<file path="src/rtl/s_axi_wr_slave_if.sv">
// AXI3-style write channel bundle (AW, W, B) between a master and s_axi_wr_slave.
// Signal names carry the slave-side direction suffix so both ends share one naming.
interface s_axi_wr_slave_if #(
    parameter int unsigned DATA_WIDTH = 32,
    parameter int unsigned ADDR_WIDTH = 32
);
    localparam int unsigned STRB_WIDTH = DATA_WIDTH / 8;

    logic [3:0]            awid_i;
    logic [7:0]            awlen_i;
    logic [2:0]            awsize_i;
    logic [1:0]            awburst_i;
    logic [ADDR_WIDTH-1:0] awaddr_i;
    logic                  awvalid_i;
    logic                  awready_o;

    logic [3:0]            wid_i;
    logic [DATA_WIDTH-1:0] wdata_i;
    logic [STRB_WIDTH-1:0] wstrb_i;
    logic                  wlast_i;
    logic                  wvalid_i;
    logic                  wready_o;

    logic [3:0]            bid_o;
    logic [1:0]            bresp_o;
    logic                  bvalid_o;
    logic                  bready_i;

    modport slave (
        input  awid_i, awlen_i, awsize_i, awburst_i, awaddr_i, awvalid_i,
        output awready_o,
        input  wid_i, wdata_i, wstrb_i, wlast_i, wvalid_i,
        output wready_o,
        output bid_o, bresp_o, bvalid_o,
        input  bready_i
    );

    modport master (
        output awid_i, awlen_i, awsize_i, awburst_i, awaddr_i, awvalid_i,
        input  awready_o,
        output wid_i, wdata_i, wstrb_i, wlast_i, wvalid_i,
        input  wready_o,
        input  bid_o, bresp_o, bvalid_o,
        output bready_i
    );
endinterface

</file>
<file path="src/rtl/s_axi_wr_slave.sv">
// Single-outstanding AXI write slave backed by a register-file memory with a debug read port.
// Bad bursts are fully consumed and answered with SLVERR; illegal beats never touch memory.
module s_axi_wr_slave #(
    parameter int unsigned           DATA_WIDTH = 32,
    parameter int unsigned           ADDR_WIDTH = 32,
    parameter int unsigned           MEM_DEPTH  = 64,
    parameter logic [ADDR_WIDTH-1:0] BASE_ADDR  = '0
) (
    input  logic                         clk,
    input  logic                         areset,
    s_axi_wr_slave_if.slave              bus,
    input  logic [$clog2(MEM_DEPTH)-1:0] mem_raddr_i,
    output logic [DATA_WIDTH-1:0]        mem_rdata_o,
    output logic [15:0]                  burst_count_o
);
    localparam int unsigned STRB_W = DATA_WIDTH / 8;
    localparam int unsigned IDX_W  = $clog2(MEM_DEPTH);

    typedef enum logic [1:0] {
        S_IDLE = 2'd0,
        S_DATA = 2'd1,
        S_RESP = 2'd2
    } state_e;

    state_e                state_q, state_d;
    logic [3:0]            id_q, id_d;
    logic [7:0]            len_q, len_d;
    logic [7:0]            beat_q, beat_d;
    logic                  fixed_q, fixed_d;
    logic [ADDR_WIDTH-1:0] idx_q, idx_d;
    logic                  aw_err_q, aw_err_d;
    logic                  err_q, err_d;

    logic                  awready_d, wready_d, bvalid_d;
    logic [3:0]            bid_d;
    logic [1:0]            bresp_d;
    logic [15:0]           bcnt_d;

    logic                  aw_hs_c, w_hs_c, b_hs_c;
    logic                  at_len_c, in_range_c, mem_we_c;

    logic [DATA_WIDTH-1:0] mem_q [MEM_DEPTH];

    // Next-state, capture registers and next values of the registered outputs
    always_comb begin
        state_d   = state_q;
        id_d      = id_q;
        len_d     = len_q;
        beat_d    = beat_q;
        fixed_d   = fixed_q;
        idx_d     = idx_q;
        aw_err_d  = aw_err_q;
        err_d     = err_q;
        bid_d     = bus.bid_o;
        bresp_d   = bus.bresp_o;
        bcnt_d    = burst_count_o;
        mem_we_c  = 1'b0;

        aw_hs_c    = bus.awvalid_i && bus.awready_o;
        w_hs_c     = bus.wvalid_i && bus.wready_o;
        b_hs_c     = bus.bvalid_o && bus.bready_i;
        at_len_c   = (beat_q == len_q);
        in_range_c = (idx_q < ADDR_WIDTH'(MEM_DEPTH));

        case (state_q)
            S_IDLE: begin
                if (aw_hs_c) begin
                    id_d     = bus.awid_i;
                    len_d    = bus.awlen_i;
                    fixed_d  = (bus.awburst_i == 2'b00);
                    idx_d    = (bus.awaddr_i - BASE_ADDR) >> 2;
                    beat_d   = 8'd0;
                    aw_err_d = (bus.awsize_i != 3'd2) || bus.awburst_i[1] ||
                               (bus.awaddr_i[1:0] != 2'b00);
                    err_d    = aw_err_d;
                    state_d  = S_DATA;
                end
            end
            S_DATA: begin
                if (w_hs_c) begin
                    mem_we_c = !aw_err_q && in_range_c;
                    err_d    = err_q || !in_range_c || (bus.wid_i != id_q) ||
                               (bus.wlast_i != at_len_c);
                    beat_d   = beat_q + 8'd1;
                    if (!fixed_q) idx_d = idx_q + ADDR_WIDTH'(1);
                    if (bus.wlast_i || at_len_c) begin
                        state_d = S_RESP;
                        bid_d   = id_q;
                        bresp_d = err_d ? 2'b10 : 2'b00;
                    end
                end
            end
            S_RESP: begin
                if (b_hs_c) begin
                    state_d = S_IDLE;
                    bcnt_d  = burst_count_o + 16'd1;
                end
            end
            default: state_d = S_IDLE;
        endcase

        awready_d = (state_d == S_IDLE);
        wready_d  = (state_d == S_DATA);
        bvalid_d  = (state_d == S_RESP);
    end

    always_ff @(posedge clk or posedge areset) begin
        if (areset) begin
            state_q       <= S_IDLE;
            id_q          <= '0;
            len_q         <= '0;
            beat_q        <= '0;
            fixed_q       <= 1'b0;
            idx_q         <= '0;
            aw_err_q      <= 1'b0;
            err_q         <= 1'b0;
            bus.awready_o <= 1'b0;
            bus.wready_o  <= 1'b0;
            bus.bvalid_o  <= 1'b0;
            bus.bid_o     <= '0;
            bus.bresp_o   <= 2'b00;
            burst_count_o <= '0;
        end else begin
            state_q       <= state_d;
            id_q          <= id_d;
            len_q         <= len_d;
            beat_q        <= beat_d;
            fixed_q       <= fixed_d;
            idx_q         <= idx_d;
            aw_err_q      <= aw_err_d;
            err_q         <= err_d;
            bus.awready_o <= awready_d;
            bus.wready_o  <= wready_d;
            bus.bvalid_o  <= bvalid_d;
            bus.bid_o     <= bid_d;
            bus.bresp_o   <= bresp_d;
            burst_count_o <= bcnt_d;
        end
    end

    // Storage with byte-lane writes; the debug read samples pre-write contents
    always_ff @(posedge clk or posedge areset) begin
        if (areset) begin
            for (int unsigned i = 0; i < MEM_DEPTH; i++) mem_q[i] <= '0;
            mem_rdata_o <= '0;
        end else begin
            mem_rdata_o <= mem_q[mem_raddr_i];
            if (mem_we_c) begin
                for (int unsigned b = 0; b < STRB_W; b++) begin
                    if (bus.wstrb_i[b]) mem_q[idx_q[IDX_W-1:0]][b*8 +: 8] <= bus.wdata_i[b*8 +: 8];
                end
            end
        end
    end
endmodule

</file>
<file path="src/flat_wrapper.sv">
// flat-port wrapper written by rule: the top's interface ports become plain ports
module s_axi_wr_slave_flat 
#(
    parameter int unsigned           DATA_WIDTH = 32,
    parameter int unsigned           ADDR_WIDTH = 32,
    parameter int unsigned           MEM_DEPTH  = 64,
    parameter logic [ADDR_WIDTH-1:0] BASE_ADDR  = '0
)
  (clk, areset, mem_raddr_i, mem_rdata_o, burst_count_o, bus_awid_i, bus_awlen_i, bus_awsize_i, bus_awburst_i, bus_awaddr_i, bus_awvalid_i, bus_awready_o, bus_wid_i, bus_wdata_i, bus_wstrb_i, bus_wlast_i, bus_wvalid_i, bus_wready_o, bus_bid_o, bus_bresp_o, bus_bvalid_o, bus_bready_i);
  s_axi_wr_slave_if #(.DATA_WIDTH(DATA_WIDTH), .ADDR_WIDTH(ADDR_WIDTH)) bus_i ();
  input  logic clk;
  input  logic areset;
  input  logic [$clog2(MEM_DEPTH)-1:0] mem_raddr_i;
  output logic [DATA_WIDTH-1:0] mem_rdata_o;
  output logic [15:0] burst_count_o;
  input wire logic [$bits(bus_i.awid_i)-1:0] bus_awid_i;
  input wire logic [$bits(bus_i.awlen_i)-1:0] bus_awlen_i;
  input wire logic [$bits(bus_i.awsize_i)-1:0] bus_awsize_i;
  input wire logic [$bits(bus_i.awburst_i)-1:0] bus_awburst_i;
  input wire logic [$bits(bus_i.awaddr_i)-1:0] bus_awaddr_i;
  input wire logic [$bits(bus_i.awvalid_i)-1:0] bus_awvalid_i;
  output wire logic [$bits(bus_i.awready_o)-1:0] bus_awready_o;
  input wire logic [$bits(bus_i.wid_i)-1:0] bus_wid_i;
  input wire logic [$bits(bus_i.wdata_i)-1:0] bus_wdata_i;
  input wire logic [$bits(bus_i.wstrb_i)-1:0] bus_wstrb_i;
  input wire logic [$bits(bus_i.wlast_i)-1:0] bus_wlast_i;
  input wire logic [$bits(bus_i.wvalid_i)-1:0] bus_wvalid_i;
  output wire logic [$bits(bus_i.wready_o)-1:0] bus_wready_o;
  output wire logic [$bits(bus_i.bid_o)-1:0] bus_bid_o;
  output wire logic [$bits(bus_i.bresp_o)-1:0] bus_bresp_o;
  output wire logic [$bits(bus_i.bvalid_o)-1:0] bus_bvalid_o;
  input wire logic [$bits(bus_i.bready_i)-1:0] bus_bready_i;
  assign bus_i.awid_i = bus_awid_i;
  assign bus_i.awlen_i = bus_awlen_i;
  assign bus_i.awsize_i = bus_awsize_i;
  assign bus_i.awburst_i = bus_awburst_i;
  assign bus_i.awaddr_i = bus_awaddr_i;
  assign bus_i.awvalid_i = bus_awvalid_i;
  assign bus_awready_o = bus_i.awready_o;
  assign bus_i.wid_i = bus_wid_i;
  assign bus_i.wdata_i = bus_wdata_i;
  assign bus_i.wstrb_i = bus_wstrb_i;
  assign bus_i.wlast_i = bus_wlast_i;
  assign bus_i.wvalid_i = bus_wvalid_i;
  assign bus_wready_o = bus_i.wready_o;
  assign bus_bid_o = bus_i.bid_o;
  assign bus_bresp_o = bus_i.bresp_o;
  assign bus_bvalid_o = bus_i.bvalid_o;
  assign bus_i.bready_i = bus_bready_i;
  s_axi_wr_slave #(.DATA_WIDTH(DATA_WIDTH), .ADDR_WIDTH(ADDR_WIDTH), .MEM_DEPTH(MEM_DEPTH), .BASE_ADDR(BASE_ADDR)) u_core (.clk(clk), .areset(areset), .bus(bus_i), .mem_raddr_i(mem_raddr_i), .mem_rdata_o(mem_rdata_o), .burst_count_o(burst_count_o));
endmodule
</file>
<file path="config.mk">
export PLATFORM = sky130hd
export DESIGN_NAME = s_axi_wr_slave_flat
export DESIGN_NICKNAME = d
export VERILOG_FILES = /design/src/rtl/s_axi_wr_slave_if.sv /design/src/rtl/s_axi_wr_slave.sv /design/src/flat_wrapper.sv
export SDC_FILE = /design/constraint.sdc
export NUM_CORES = 2
export LEC_CHECK = 0
export CAP_MARGIN = 10
export CORE_MARGIN = 4
export CORE_UTILIZATION = 57
export CTS_CLUSTER_SIZE = 30
export DETAILED_ROUTE_END_ITERATION = 7
export PLACE_DENSITY = 0.79
export SLEW_MARGIN = 20
export SYNTH_ARGS = -nofsm -noshare
export SYNTH_HDL_FRONTEND = slang
export SYNTH_SLANG_ARGS = --single-unit
</file>
<file path="constraint.sdc">
create_clock -name clk -period 66.9 [get_ports clk]
set_input_delay 10.035 -clock clk [delete_from_list [all_inputs] [get_ports clk]]
set_output_delay 10.035 -clock clk [all_outputs]
set_load 0.02 [all_outputs]
</file>
---- After elaboration in Yosys (flattened, before gate mapping) ----
Index checks and enable logic that the tools add are counted.
cells by class
  equality and inequality tests ........... 11
  reductions and logical operators ........ 23
  add/subtract/negate cells ............... 3
  order comparisons ....................... 4
  mux-type cells .......................... 40
  bitwise operators ....................... 2
operators with widths
  operator                 number
  $mux W2048               7
  $bwmux W2048             4
  $demux W32 S6            4
  $bmux W32 S6             1
  $mux W32                 6
  $pmux W32 S2             1
  $add A32 B1 Y32 const B  1
  $lt A32 B7 Y1 const B    1
  $mux W24                 1
  $mux W8                  3
  $add A16 B1 Y16 const B  1
  $mux W16                 1
  $pmux W8 S2              1
  $ge A7 B7 Y1 const B     2
  $not A6 Y7               2
  $mux W2                  5
  $add A8 B1 Y8 const B    1
  $eq A8 B8 Y1             1
  $lt A7 B1 Y1 const B     1
  $logic_not A2 Y1         3
  $logic_or A1 B1 Y1       6
  $pmux W2 S3              1
  $reduce_and A3 Y1        2
  $logic_and A1 B1 Y1      5
  other kinds (13)         22
word-level totals
  output and inout bits ................... 57
  input bits .............................. 101
  register bits ........................... 2162

---- Depth between registers and ports, before layout ----
  word-level depth ........................ 16
  gate-level depth with buffers ........... 9
  depth with buffers taken out ............ 8

---- Worst setup path after synthesis ----
Ideal clock, no wire load.
  path type ............................... input to register
  start ................................... in mem_raddr_i[0]
  end ..................................... reg u_core.mem_rdata_o[1]
  path buffers ............................ 4
  cell stages on the path ................. 7
  path slack .............................. 54.997 ns
  data arrival time ....................... 11.757 ns
  setup time .............................. 0.147 ns
  cells stage by stage .................... buf_2 buf_2 buf_2 buf_2 mux4_2 a221oi_1 a221oi_1
between the ends
  word-level cells in the longest chain between the ends .. 4
RTL lines
  item                                         line                   text
  start: declaration                           flat_wrapper.sv:13     input logic [$clog2(MEM_DEPTH)-1:0] mem_raddr_i;
  $not A6 Y7 (not written as such)             s_axi_wr_slave.sv:147  mem_rdata_o <= mem_q[mem_raddr_i];
  $bmux W32 S6                                 s_axi_wr_slave.sv:147
  $mux W32 (not written as such) (2 in a row)  s_axi_wr_slave.sv:147
  end signal: assignment                       s_axi_wr_slave.sv:147
  end: declaration                             s_axi_wr_slave.sv:13   output logic [DATA_WIDTH-1:0] mem_rdata_o,
Every way passes these cells. The select of a mux whose other input is x is not followed.
A chain may end at the register's enable or synchronous reset.

---- Worst setup path after layout ----
  start ................................... in mem_raddr_i[1]
  end ..................................... reg u_core.mem_rdata_o[9]
The elaborated chain is that of the path after synthesis.

==> flow_metrics.py <==
metrics = {
    "sta": {
        "setup_viol": 0,
        "slew_violations": 0,
        "relSlewSlack": 0.102,
        "rsz0062_at_grt": "no",
        "worst_slack_ns": 52.95,
        "holdWs_ns": 0.481,
        "tns_ns": 0,
        "finalCritPeriodShare": 0.208,
        "min_period_ns": 13.95,
        "skew_ns": 0.0538,
        "worst_pin_slew_ns": 1.35,
        "fmax_mhz": 71.7,
        "finalHoldViolCount": 0,
    },
    "die": {
        "die_h_um": 430,
        "rows": 154,
        "dieArea_mm2": 0.185,
        "chipWidth_um": 430,
        "ios": 158,
        "core_mm2": 0.177,
        "start_util": 0.575,
    },
    "global_route": {
        "grtUsageMet2": 0.456,
        "gr-total-overflow": 0,
        "gr-max-usage-layer": "met2",
        "antenna_found_initial": 16,
        "use_met3": 0.0766,
        "grt_pass1_vias": 62500,
        "grt_use_total": 0.301,
        "use_met1": 0.406,
        "grt_max_degree": 184,
        "grt_pass1_wl_um": 417000,
    },
    "cells_and_area": {
        "final_cells": 8898,
        "syn_to_final_growth_pct": 10.5,
        "postLayoutCoreUtil": 0.635,
        "drive_gt1_frac": 0.504,
        "nNetsFinal": 6474,
        "fillers": 12200,
        "seqCellArea_mm2": 0.0541,
        "final_cell_mix": "dfrtp_1, mux2_2, mux2_4, mux4_2, nand2_1",
        "design_area_mm2": 0.112,
        "multiInputGateArea_mm2": 0.0455,
        "mostFrequentLayoutCell": "dfrtp_1",
    },
    "min_path": {
        "hold_path.class": "reg2reg",
        "min_from": "u_core.burst_count_o[15]$_DFFE_PP0P_",
        "min_path_cells": 1,
        "holdPathEnd": "u_core.burst_count_o[15]$_DFFE_PP0P_",
    },
    "setup_path": {
        "path_class": "in2reg",
        "required_ns": 67.58,
        "end_kind": "flip-flop",
        "ff2ff_path_depth": 6,
        "start_kind": "primary input",
        "r2r_slack_ns": 62.47,
        "reg2reg_to": "u_core.mem_q[256]$_DFFE_PP0P_",
        "rr_startpoint": "u_core.state_q[1]$_DFF_PP0_",
        "crit_arrival_ns": 14.63,
        "critPathMaxFanout": 83,
    },
    "yosys": {
        "synth-seq-cells": 2161,
        "synth.distinct_cells": 71,
        "ys.flop_type": "dfrtp_1",
        "postSynthCellCount": 6349,
        "yosys_warnings": 0,
        "synth_edf_count": 0,
        "synthArstFlopShare": 1.00,
        "ys_seq_area_frac": 0.532,
        "synth_fp_nets": 6454,
        "syn_area_mm2": 0.102,
        "synth_area_per_cell_um2": 16.0,
    },
    "place": {
        "dpl_worst_slack_ns": 51.38,
        "placed_area_mm2": 0.105,
        "placement.io_buffers": 156,
        "post-dp-hpwl_um": 173000,
        "globalplace.congestion": 0.877,
        "dp.cells": 8492,
    },
    "cts": {
        "clkLatencyLatePin_ns": 0.86,
        "cts_setup_buffers": 0,
        "clock_path_buffers": 3,
        "clock_sinks": 2161,
        "cts_tree": "yes",
        "ctsResizeCount": 0,
        "numCtsBuffers": 215,
        "htree_levels": 4,
        "clk_pin_slew_ns": 0.06,
        "root_buffer": "clkbuf_16",
        "postCtsHoldBufs": 0,
    },
    "run": {
        "maxCapViolations": 0,
    },
    "route": {
        "first_pass_iters": 5,
        "drt_iter0_markers": 5905,
        "ant_nets": 0,
        "vias": 59200,
        "totalWireLength_um": 278000,
        "drc_errors": 0,
        "post_drt_wl_per_cell_um": 31.2,
        "via_per_inst": 6.65,
    },
    "power_and_ir_drop": {
        "vdd_drop_max_v": 0.0000309,
        "p_leak_nw": 54.7,
        "power_density_mw_per_mm2": 25.4,
        "power_mw": 2.85,
    },
    "status": {
        "status": "completed",
    },
}
-- cell usage after synthesis (56+ instances only) --
master / instances / area [um^2]
nand2_8: 80 / 1600
dfrtp_1: 2161 / 54100
buf_1: 56 / 210
nor2_1: 92 / 345
a21oi_1: 84 / 420
nand2_1: 218 / 818
nor2_2: 67 / 419
o22ai_1: 69 / 432
buf_2: 87 / 435
mux2_4: 640 / 9610
mux2_2: 1432 / 16100
mux4_2: 512 / 11500
clkbuf_1: 299 / 1120
a221oi_1: 71 / 622
-- cell families (layout without fill, tap and decap cells) --
group,Yosys count,in the layout,synth area share
compound gates,390,390,0.0275
fa+ha+maj,4,4,0.000492
simple gates,648,648,0.0445
other cells,1,15,0.0000369
flops,2161,2161,0.532
buf+inv,479,674,0.0211
mux,2633,2633,0.371
xor+xnor,33,33,0.00284
-- worst max-delay path by stage --
stage,from,cells after the start,end
global route,areset,7,u_core.mem_q[1973]$_DFFE_PP0P_
CTS,areset,7,u_core.mem_q[1941]$_DFFE_PP0P_
finish,mem_raddr_i[1],8,u_core.mem_rdata_o[9]$_DFF_PP0_
detailed placement,areset,7,u_core.mem_q[1941]$_DFFE_PP0P_
floorplan,areset,1,u_core.aw_err_q$_DFFE_PP0P_
global placement,areset,7,u_core.mem_q[1941]$_DFFE_PP0P_
-- critical path: stages --
cell      delay [ns]
buf_8           0.42
buf_4           0.76
buf_12          0.57
buf_4           0.85
mux4_2          0.45
a22o_1          0.26
a221oi_1        0.66
a221oi_1        0.20
-- area by class of cell --
type                       instances  share of cell area
clock buffer                     317              0.0561
inverter                           9            0.000334
timing repair buffer             273              0.0213
sequential                      2161               0.482
multi-input combinational       3709               0.406
tap                             2340              0.0261
antenna                           14            0.000312
clock inverter                    75             0.00866
-- layer usage --
metal | vias up | share of wire
met2 | 2637 | 0.46
met3 | 650 | 0.086
li1 | 23800 | -
met4 | 2 | 0.056
met1 | 32100 | 0.40
met5 | - | 0.000047
-- where the power goes --
| group | switching (mW) | internal (mW) | total (mW) |
|---|---|---|---|
| Combinational | 0.185 | 0.0681 | 0.253 |
| Clock | 0.527 | 0.714 | 1.24 |
| Sequential | 0.0279 | 1.33 | 1.35 |
| Total | 0.740 | 2.11 | 2.85 |
-- sequential cells by signal, indices dropped and copies added, names as in the netlist --
register / cells
u_core.len_q: 8
u_core.id_q: 4
u_core.mem_q: 2048
u_core.bus.bvalid_o: 1
u_core.idx_q: 32
u_core.bus.bid_o: 4
u_core.fixed_q: 1
u_core.mem_rdata_o: 32
u_core.beat_q: 8
u_core.aw_err_q: 1
u_core.bus.awready_o: 1
u_core.bus.wready_o: 1
u_core.bus.bresp_o: 1
u_core.state_q: 2
u_core.burst_count_o: 16
u_core.err_q: 1
Power figures use the tool's default switching activity.
